### src/rtl/scan_mux_n_if.sv
// ============================================================================
// Module   : scan_mux_n_if
// Brief    : Bus bundle for scan_mux_n (channel data, select, controls, result).
//            Carries ch_mask when SCAN_MASK_EN is defined.
// Revision : 1.0 - initial release
// ============================================================================
`default_nettype none

interface scan_mux_n_if #(
    parameter int CHANNELS = 8,
    parameter int WIDTH    = 1,
    parameter int SEL_W    = 3
);
    logic [CHANNELS*WIDTH-1:0] data_in;
    logic [SEL_W-1:0]          sel;
    logic                      mode;
    logic                      hold;
    logic [WIDTH-1:0]          data_out;
    logic [SEL_W-1:0]          ch_out;
    logic                      valid;
    logic                      scan_wrap;
`ifdef SCAN_MASK_EN
    logic [CHANNELS-1:0]       ch_mask;

    modport master (output data_in, sel, mode, hold, ch_mask,
                    input  data_out, ch_out, valid, scan_wrap);
    modport slave  (input  data_in, sel, mode, hold, ch_mask,
                    output data_out, ch_out, valid, scan_wrap);
`else
    modport master (output data_in, sel, mode, hold,
                    input  data_out, ch_out, valid, scan_wrap);
    modport slave  (input  data_in, sel, mode, hold,
                    output data_out, ch_out, valid, scan_wrap);
`endif
endinterface

`default_nettype wire

### src/rtl/scan_mux_n.sv
// ============================================================================
// Module   : scan_mux_n
// Brief    : Registered N-channel mux with manual select and round-robin
//            auto-scan. Optional macro SCAN_MASK_EN adds a per-channel mask.
// Revision : 1.0 - initial release
// ============================================================================
`default_nettype none

module scan_mux_n #(
    parameter int CHANNELS = 8,
    parameter int WIDTH    = 1,
    parameter int SEL_W    = 3,
    parameter int DWELL    = 4
) (
    input  wire logic   clk,
    input  wire logic   rst_n,
    scan_mux_n_if.slave bus
);

    typedef enum logic [0:0] {
        MANUAL = 1'b0,
        SCAN   = 1'b1
    } state_t;

    localparam logic [7:0] c_DWELL_LAST = 8'(DWELL - 1);

    state_t            r_state, w_nextState;
    logic [7:0]        r_cnt, w_nextCnt;
    logic [SEL_W-1:0]  r_chOut, w_nextCh, w_tgtCh, w_aboveCh, w_lowCh;
    logic [WIDTH-1:0]  r_data, w_nextData, w_tgtData;
    logic              r_valid, w_nextValid;
    logic              r_wrap, w_nextWrap;
    logic              w_tgtLegal, w_aboveFound, w_anyEnabled;
    logic [CHANNELS-1:0] w_mask;
    logic [WIDTH-1:0]  w_chan [CHANNELS];

`ifdef SCAN_MASK_EN
    assign w_mask = bus.ch_mask;
`else
    assign w_mask = '1;
`endif

    for (genvar k = 0; k < CHANNELS; k++) begin : g_unpack
        assign w_chan[k] = bus.data_in[k*WIDTH +: WIDTH];
    end

    // Descending sweep: the last hit is the lowest enabled index overall and
    // the lowest enabled index strictly above the current channel.
    always_comb begin
        w_aboveFound = 1'b0;
        w_aboveCh    = '0;
        w_lowCh      = '0;
        w_anyEnabled = 1'b0;
        for (int k = CHANNELS - 1; k >= 0; k--) begin
            if (w_mask[k]) begin
                w_anyEnabled = 1'b1;
                w_lowCh      = SEL_W'(k);
                if (k > int'(r_chOut)) begin
                    w_aboveFound = 1'b1;
                    w_aboveCh    = SEL_W'(k);
                end
            end
        end
    end

    always_comb begin
        w_nextState = r_state;
        w_nextCnt   = r_cnt;
        w_nextCh    = r_chOut;
        w_nextValid = r_valid;
        w_nextWrap  = 1'b0;
        w_tgtCh     = r_chOut;
        w_tgtLegal  = 1'b0;
        if (!bus.hold) begin
            if (!bus.mode) begin
                w_nextState = MANUAL;
                w_nextCnt   = '0;
                w_tgtCh     = bus.sel;
                w_tgtLegal  = (int'(bus.sel) < CHANNELS);
                w_nextCh    = bus.sel;
                w_nextValid = w_tgtLegal;
            end else begin
                w_nextState = SCAN;
                if (!w_anyEnabled) begin
                    w_nextCnt   = '0;
                    w_nextValid = 1'b0;
                end else if (r_state == MANUAL) begin
                    w_nextCnt   = '0;
                    w_tgtCh     = w_lowCh;
                    w_tgtLegal  = 1'b1;
                    w_nextCh    = w_lowCh;
                    w_nextValid = 1'b1;
                end else if (r_cnt >= c_DWELL_LAST) begin
                    w_nextCnt   = '0;
                    w_tgtCh     = w_aboveFound ? w_aboveCh : w_lowCh;
                    w_tgtLegal  = 1'b1;
                    w_nextCh    = w_tgtCh;
                    w_nextValid = 1'b1;
                    w_nextWrap  = !w_aboveFound;
                end else begin
                    w_nextCnt   = r_cnt + 8'd1;
                    w_tgtLegal  = 1'b1;
                    w_nextValid = 1'b1;
                end
            end
        end
    end

    always_comb begin
        w_tgtData = '0;
        for (int k = 0; k < CHANNELS; k++) begin
            if (w_tgtCh == SEL_W'(k)) begin
                w_tgtData = w_chan[k];
            end
        end
    end

    assign w_nextData = bus.hold ? r_data : (w_tgtLegal ? w_tgtData : '0);

    always_ff @(posedge clk or negedge rst_n) begin
        if (!rst_n) begin
            r_state <= MANUAL;
            r_cnt   <= '0;
            r_chOut <= '0;
            r_data  <= '0;
            r_valid <= 1'b0;
            r_wrap  <= 1'b0;
        end else begin
            r_state <= w_nextState;
            r_cnt   <= w_nextCnt;
            r_chOut <= w_nextCh;
            r_data  <= w_nextData;
            r_valid <= w_nextValid;
            r_wrap  <= w_nextWrap;
        end
    end

    assign bus.data_out  = r_data;
    assign bus.ch_out    = r_chOut;
    assign bus.valid     = r_valid;
    assign bus.scan_wrap = r_wrap;

endmodule

`default_nettype wire

### src/flat_wrapper.sv
// flat-port wrapper written by rule: the top's interface ports become plain ports
module scan_mux_n_flat 
#(
    parameter int CHANNELS = 8,
    parameter int WIDTH    = 1,
    parameter int SEL_W    = 3,
    parameter int DWELL    = 4
)
  (clk, rst_n, bus_data_in, bus_sel, bus_mode, bus_hold, bus_data_out, bus_ch_out, bus_valid, bus_scan_wrap);
  scan_mux_n_if #(.CHANNELS(CHANNELS), .WIDTH(WIDTH), .SEL_W(SEL_W)) bus_i ();
  input  wire logic clk;
  input  wire logic rst_n;
  input wire logic [$bits(bus_i.data_in)-1:0] bus_data_in;
  input wire logic [$bits(bus_i.sel)-1:0] bus_sel;
  input wire logic [$bits(bus_i.mode)-1:0] bus_mode;
  input wire logic [$bits(bus_i.hold)-1:0] bus_hold;
  output wire logic [$bits(bus_i.data_out)-1:0] bus_data_out;
  output wire logic [$bits(bus_i.ch_out)-1:0] bus_ch_out;
  output wire logic [$bits(bus_i.valid)-1:0] bus_valid;
  output wire logic [$bits(bus_i.scan_wrap)-1:0] bus_scan_wrap;
  assign bus_i.data_in = bus_data_in;
  assign bus_i.sel = bus_sel;
  assign bus_i.mode = bus_mode;
  assign bus_i.hold = bus_hold;
  assign bus_data_out = bus_i.data_out;
  assign bus_ch_out = bus_i.ch_out;
  assign bus_valid = bus_i.valid;
  assign bus_scan_wrap = bus_i.scan_wrap;
  scan_mux_n #(.CHANNELS(CHANNELS), .WIDTH(WIDTH), .SEL_W(SEL_W), .DWELL(DWELL)) u_core (.clk(clk), .rst_n(rst_n), .bus(bus_i));
endmodule
### config.mk
export PLATFORM = sky130hd
export DESIGN_NAME = scan_mux_n_flat
export DESIGN_NICKNAME = d
export VERILOG_FILES = /design/src/rtl/scan_mux_n_if.sv /design/src/rtl/scan_mux_n.sv /design/src/flat_wrapper.sv
export SDC_FILE = /design/constraint.sdc
export NUM_CORES = 1
export LEC_CHECK = 0
export CAP_MARGIN = 15
export CORE_AREA = 2 2 51 44
export DETAILED_ROUTE_END_ITERATION = 10
export DIE_AREA = 0 0 53 46
export HOLD_SLACK_MARGIN = 0.1
export PLACE_DENSITY = 0.75
export SLEW_MARGIN = 20
export SYNTH_ARGS = -nofsm -noshare
export SYNTH_HDL_FRONTEND = slang
export SYNTH_SLANG_ARGS = --single-unit
### constraint.sdc
create_clock -name clk -period 2.8 [get_ports clk]
set_clock_uncertainty 0.2 [all_clocks]
set_input_delay 0.28 -clock clk [delete_from_list [all_inputs] [get_ports clk]]
set_output_delay 0.28 -clock clk [all_outputs]
set_load 0.01 [all_outputs]
-- Yosys cells after proc, flatten, opt, wreduce, memory -nomap -nowiden
Cells that the tools add are included.
- bits in latches: 0
- register bits: 15
- bits in writable memories: 0
- memory bits (read-only): 0
- memories: 0
- logic and storage cells: 59
- multiply operators: 0
- order comparisons: 8
- multiplexer cells: 35
- bitwise logic cells: 0
- reductions and logical operators: 2
- divide/modulo/power cells: 0
- shift operators: 0
- equality and inequality tests: 7
- add/subtract/negate cells: 1
- operators with widths (cell ; count):
    3-bit 2-to-1 mux ; 12
    8-bit 2-to-1 mux ; 3
    1-bit 2-to-1 mux ; 20
    3-bit equality test, second input constant ; 4
    3-bit > comparator, first input constant ; 4
    8-bit by 1-bit adder with 8-bit output, second input constant ; 1
    8-bit by 2-bit greater-or-equal comparator with 1-bit output, second input constant ; 1
    3-bit by 2-bit equality test with 1-bit output, second input constant ; 2
    2-bit by 3-bit > comparator with 1-bit output, first input constant ; 2
    3-bit by 1-bit equality test with 1-bit output, second input constant ; 1
    1-bit by 3-bit > comparator with 1-bit output, first input constant ; 1
    3-bit logical NOT ; 1
    1-bit logical NOT ; 1

-- Depth between registers and ports, before layout
- depth in word-level cells: 22
- depth in mapped cells: 11
- depth with buffers taken out: 9

-- Worst setup path after synthesis
No wires, ideal clock.
- path kind: register to register
- start: register u_core.r_chOut[0] (netlist: u_core.bus.ch_out[0])
- end: register u_core.r_data (netlist: u_core.bus.data_out)
- setup time: 0.080 ns
- clock period less this slack: 2.353 ns
- data arrival time: 2.073 ns
- path buffers: 2
- path slack: 0.447 ns
- cell stages (with the launch flop): 12
- cells stage by stage: dfrtp_1 > buf_6 > inv_1 > ha_1 > inv_1 > a221oi_1 > o211ai_1 > and3_1 > buf_6 > nand2b_4 > a2111o_1 > o211ai_2
- cells in the longest elaborated chain, start to end: 22
- elaborated cells between the ends (all ways): 42
- those cells by class: order compare (7); eq/ne (7); mux (27); reduce/logical (1)
- ends and longest elaborated chain (item ; line ; text):
    from (decl) ; scan_mux_n.sv:29 ; logic [SEL_W-1:0] r_chOut, w_nextCh, w_tgtCh, w_aboveCh, w_lowCh;
    from (signal assigned) ; scan_mux_n.sv:131 ; r_chOut <= w_nextCh;
    3-bit > comparator ; scan_mux_n.sv:58 ; if (k > int'(r_chOut)) begin
    3-bit 2-to-1 mux or 1-bit 2-to-1 mux (tied branches) (7 in a row) ; scan_mux_n.sv:58 ;
    3-bit 2-to-1 mux ; scan_mux_n.sv:95 ; w_tgtCh = w_aboveFound ? w_aboveCh : w_lowCh;
    3-bit 2-to-1 mux ; scan_mux_n.sv:93 ; end else if (r_cnt >= c_DWELL_LAST) begin
    3-bit 2-to-1 mux ; scan_mux_n.sv:87 ; end else if (r_state == MANUAL) begin
    3-bit 2-to-1 mux ; scan_mux_n.sv:75 ; if (!bus.mode) begin
    3-bit 2-to-1 mux * ; - ;
    3-bit logical NOT ; scan_mux_n.sv:112 ; if (w_tgtCh == SEL_W'(k)) begin
    1-bit 2-to-1 mux (7 in a row) ; scan_mux_n.sv:112 ;
    1-bit 2-to-1 mux * ; scan_mux_n.sv:112 ;
    to (signal assigned) ; scan_mux_n.sv:132 ; r_data <= w_nextData;
    to (decl) ; scan_mux_n.sv:30 ; logic [WIDTH-1:0] r_data, w_nextData, w_tgtData;
Mark *: on every way between the ends. The rest lies on a longest branch, timed or not.
A chain may end at the register's enable or synchronous reset.

-- Worst setup path after layout
Ends and elaborated chain as after synthesis.

==> impl_metrics.yaml <==
run_status:
  status: "finished clean"
logic_synthesis:
  yosys-top-cells-count: "dfrtp_1, nor2_1, and2_1, inv_1, nand2_1"
  synth_cell_types: 37
  yosys_most_used_dff: "dfrtp_1"
  async_flop_share: 1.00
  yosys.cell_count.top_type: "dfrtp_1"
  yosys.area.top_type: "dfrtp_1"
  syn_nets: 106
  postSynthAreaPerCell_um2: 10.1
  synth-edff-count: 0
  synth.area.top_cells: "dfrtp_1, ha_1, and2_1, mux2i_1, nor2_1"
  synth_top_area_frac: 0.427
  ys_warn_count: 0
  ys_ff_latch: 15
  synth_seq_area_share: 0.427
  netlist_instances: 87
  netlist_area_um2: 878
critical_path:
  cp.required_ns: 2.81
  worstPathBufferInverterCount: 2
  crit_chain: "inv_1 > ha_1 > inv_1 > a221oi_1 > o211ai_1 > and3_1 > a21oi_1 > a2111o_1 > o211ai_2"
  critPathKind: "flip-flop to flip-flop"
  cp-end-kind: "flip-flop"
  slowest_delay_ns: 0.55
  crit_path_top_delay_cell: "dfrtp_1"
  path_max_fanout: 11
  cp_common_cell: "inv_1"
  cp-start-kind: "flip-flop"
  path_delay_family: "compound AO/OA/AOI/OAI gates"
  arrival_ns: 2.49
placement:
  dp_cells: 130
  dp_hpwl_um: 1450
  port_buffers: 20
  place_congestion: 0.796
  place_area_um2: 1090
power:
  finalPower_uw: 484
  vdd_ir_drop_max_mv: 0.234
  powerDensity_nw_per_um2: 433
  cellLeakagePower_nw: 0.521
worst_hold_path:
  worstHoldPathType: "input port to async pin"
clock_tree:
  cts-root-buf: "clkbuf_4"
  cts_tree: "built"
  cts_hold_buf: 0
  cts_buffer_depth: 2
  clkTransAtPathRegs_ns: 0.08
  ctsResizeCount: 0
  htree_num_levels: 1
  cts_sinks: 15
  post_cts_buffers: 0
  clk_latency_ns: 0.28
  cts_made_buffers: 3
finish:
  final_nets: 129
  n_antenna_cell: 0
  syn_to_final_growth_pct: 27.2
  fin_cells: 134
  multi_input_area_um2: 447
  nFillCells: 186
  final_area_um2: 1120
  drive_above_1_share: 0.119
  seqCellArea_um2: 375
floorplan:
  start_util: 0.446
  core-area_um2: 1970
  die_w_um: 53
  rows: 15
  io_pins: 21
  fp.dieArea_um2: 2440
  die_h_um: 46
global_route:
  grt_max_degree: 16
  met2_usage: 0.283
  grt.busiest_layer: "met2"
  grt_usage: 0.174
  antenna_found_initial: 0
  globalRoute.totalOverflow: 0
  grt_use_met1: 0.222
  met3_usage: 0.0296
  grt_pass1_wl_um: 3080
  grt_pass1_vias: 700
timing:
  setup_viol: 0
  drv_slew: 0
  hold_slack_ns: 0.198
  max_slew_margin: 0.560
  final-hold-violation-count: 0
  layout_min_cycle_time_ns: 2.48
  worstMarginPinSlew_ns: 0.658
  fmax_mhz: 403
  period_share: 0.885
  rsz0062_at_grt: "no"
  setup_tns_ns: 0
drt:
  routed_via_density: 5.40
  drt_iter0_drc: 8
  route.detailed.drc: 0
  detail-route-antenna-nets: 0
  wl_per_cell_um: 13.7
  num_vias: 724
  first_pass_iters: 4
  totalWireLength_um: 1830
run:
  max_cap_violations: 0
==> metrics by stage <==
| stage | setup WS (ns) | util |
|---|---|---|
| 2_1_floorplan | 0.447 | - |
| 3_3_place_gp | 0.423 | 0.554 |
| 3_5_place_dp | 0.314 | 0.554 |
| 4_1_cts | 0.309 | 0.567 |
| 5_1_grt | 0.0639 | 0.567 |
| 6_report | 0.321 | 0.567 |
==> sequential cells by signal, indices dropped and copies added, names as in the netlist <==
name / flops
u_core.bus.ch_out: 3
u_core.bus.data_out: 1
u_core.bus.scan_wrap: 1
u_core.bus.valid: 1
u_core.r_cnt: 8
u_core.r_state: 1
==> cells by family (layout without fill, tap and decap cells) <==
group	after synthesis	in the layout	synth area share
buffers and inverters	10	32	0.0641
and+or+nand+nor	36	36	0.242
muxes	4	4	0.0470
DFF	15	15	0.427
AOI/OAI and AO/OA	18	18	0.162
adders and majority gates	4	4	0.0570
==> worst reg2reg max path, stage by stage (launching register included) <==
cell      delay [ns]
dfrtp_1         0.55
inv_1           0.14
ha_1            0.25
inv_1           0.08
a221oi_1        0.08
o211ai_1        0.21
and3_1          0.32
a21oi_1         0.10
a2111o_1        0.42
o211ai_2        0.06
==> layer usage <==
layer | part of all wire | wire length [um]
met1 | 0.49 | 896
met2 | 0.47 | 860
met3 | 0.040 | 74
met4 | 0 | 0
met5 | 0 | 0
==> cell usage in the layout, fill, tap and decap left out, drive strengths merged, types with 3 or more instances in the layout <==
cell type,count
nor3,3
mux2i,3
nand2,5
nand4,3
nand2b,3
clkdlybuf4s50,20
inv,6
dfrtp,15
clkbuf,4
ha,4
nor2,7
and2,8
o21ai,4
==> area by class of cell <==
type | instances | share of cell area
inverters | 6 | 0.0202
flip-flops and latches | 15 | 0.336
clock buffers | 4 | 0.0235
multi-input cells | 62 | 0.400
repair buffers | 22 | 0.193
well taps | 25 | 0.0280
==> final timing paths <==
kind,cells after the start,end,slack [ns],start
max reg2reg,9,u_core.bus.data_out,0.32,u_core.bus.ch_out[0]
min in group clk,1,u_core.bus.valid,0.29,u_core.bus.valid
max,9,u_core.bus.data_out,0.32,u_core.bus.ch_out[0]
min,1,u_core.r_cnt[2],0.20,rst_n
max in group asynchronous,1,u_core.bus.scan_wrap,1.78,rst_n
min reg2reg,1,u_core.bus.valid,0.29,u_core.bus.valid
==> power breakdown <==
| part | internal [mW] | switching [mW] | total, mW |
|---|---|---|---|
| clock | 0.0553 | 0.0647 | 0.120 |
| sequential | 0.228 | 0.0172 | 0.245 |
| combinational | 0.0658 | 0.0533 | 0.119 |
| total | 0.349 | 0.135 | 0.484 |
Power figures use the tool's default switching activity.
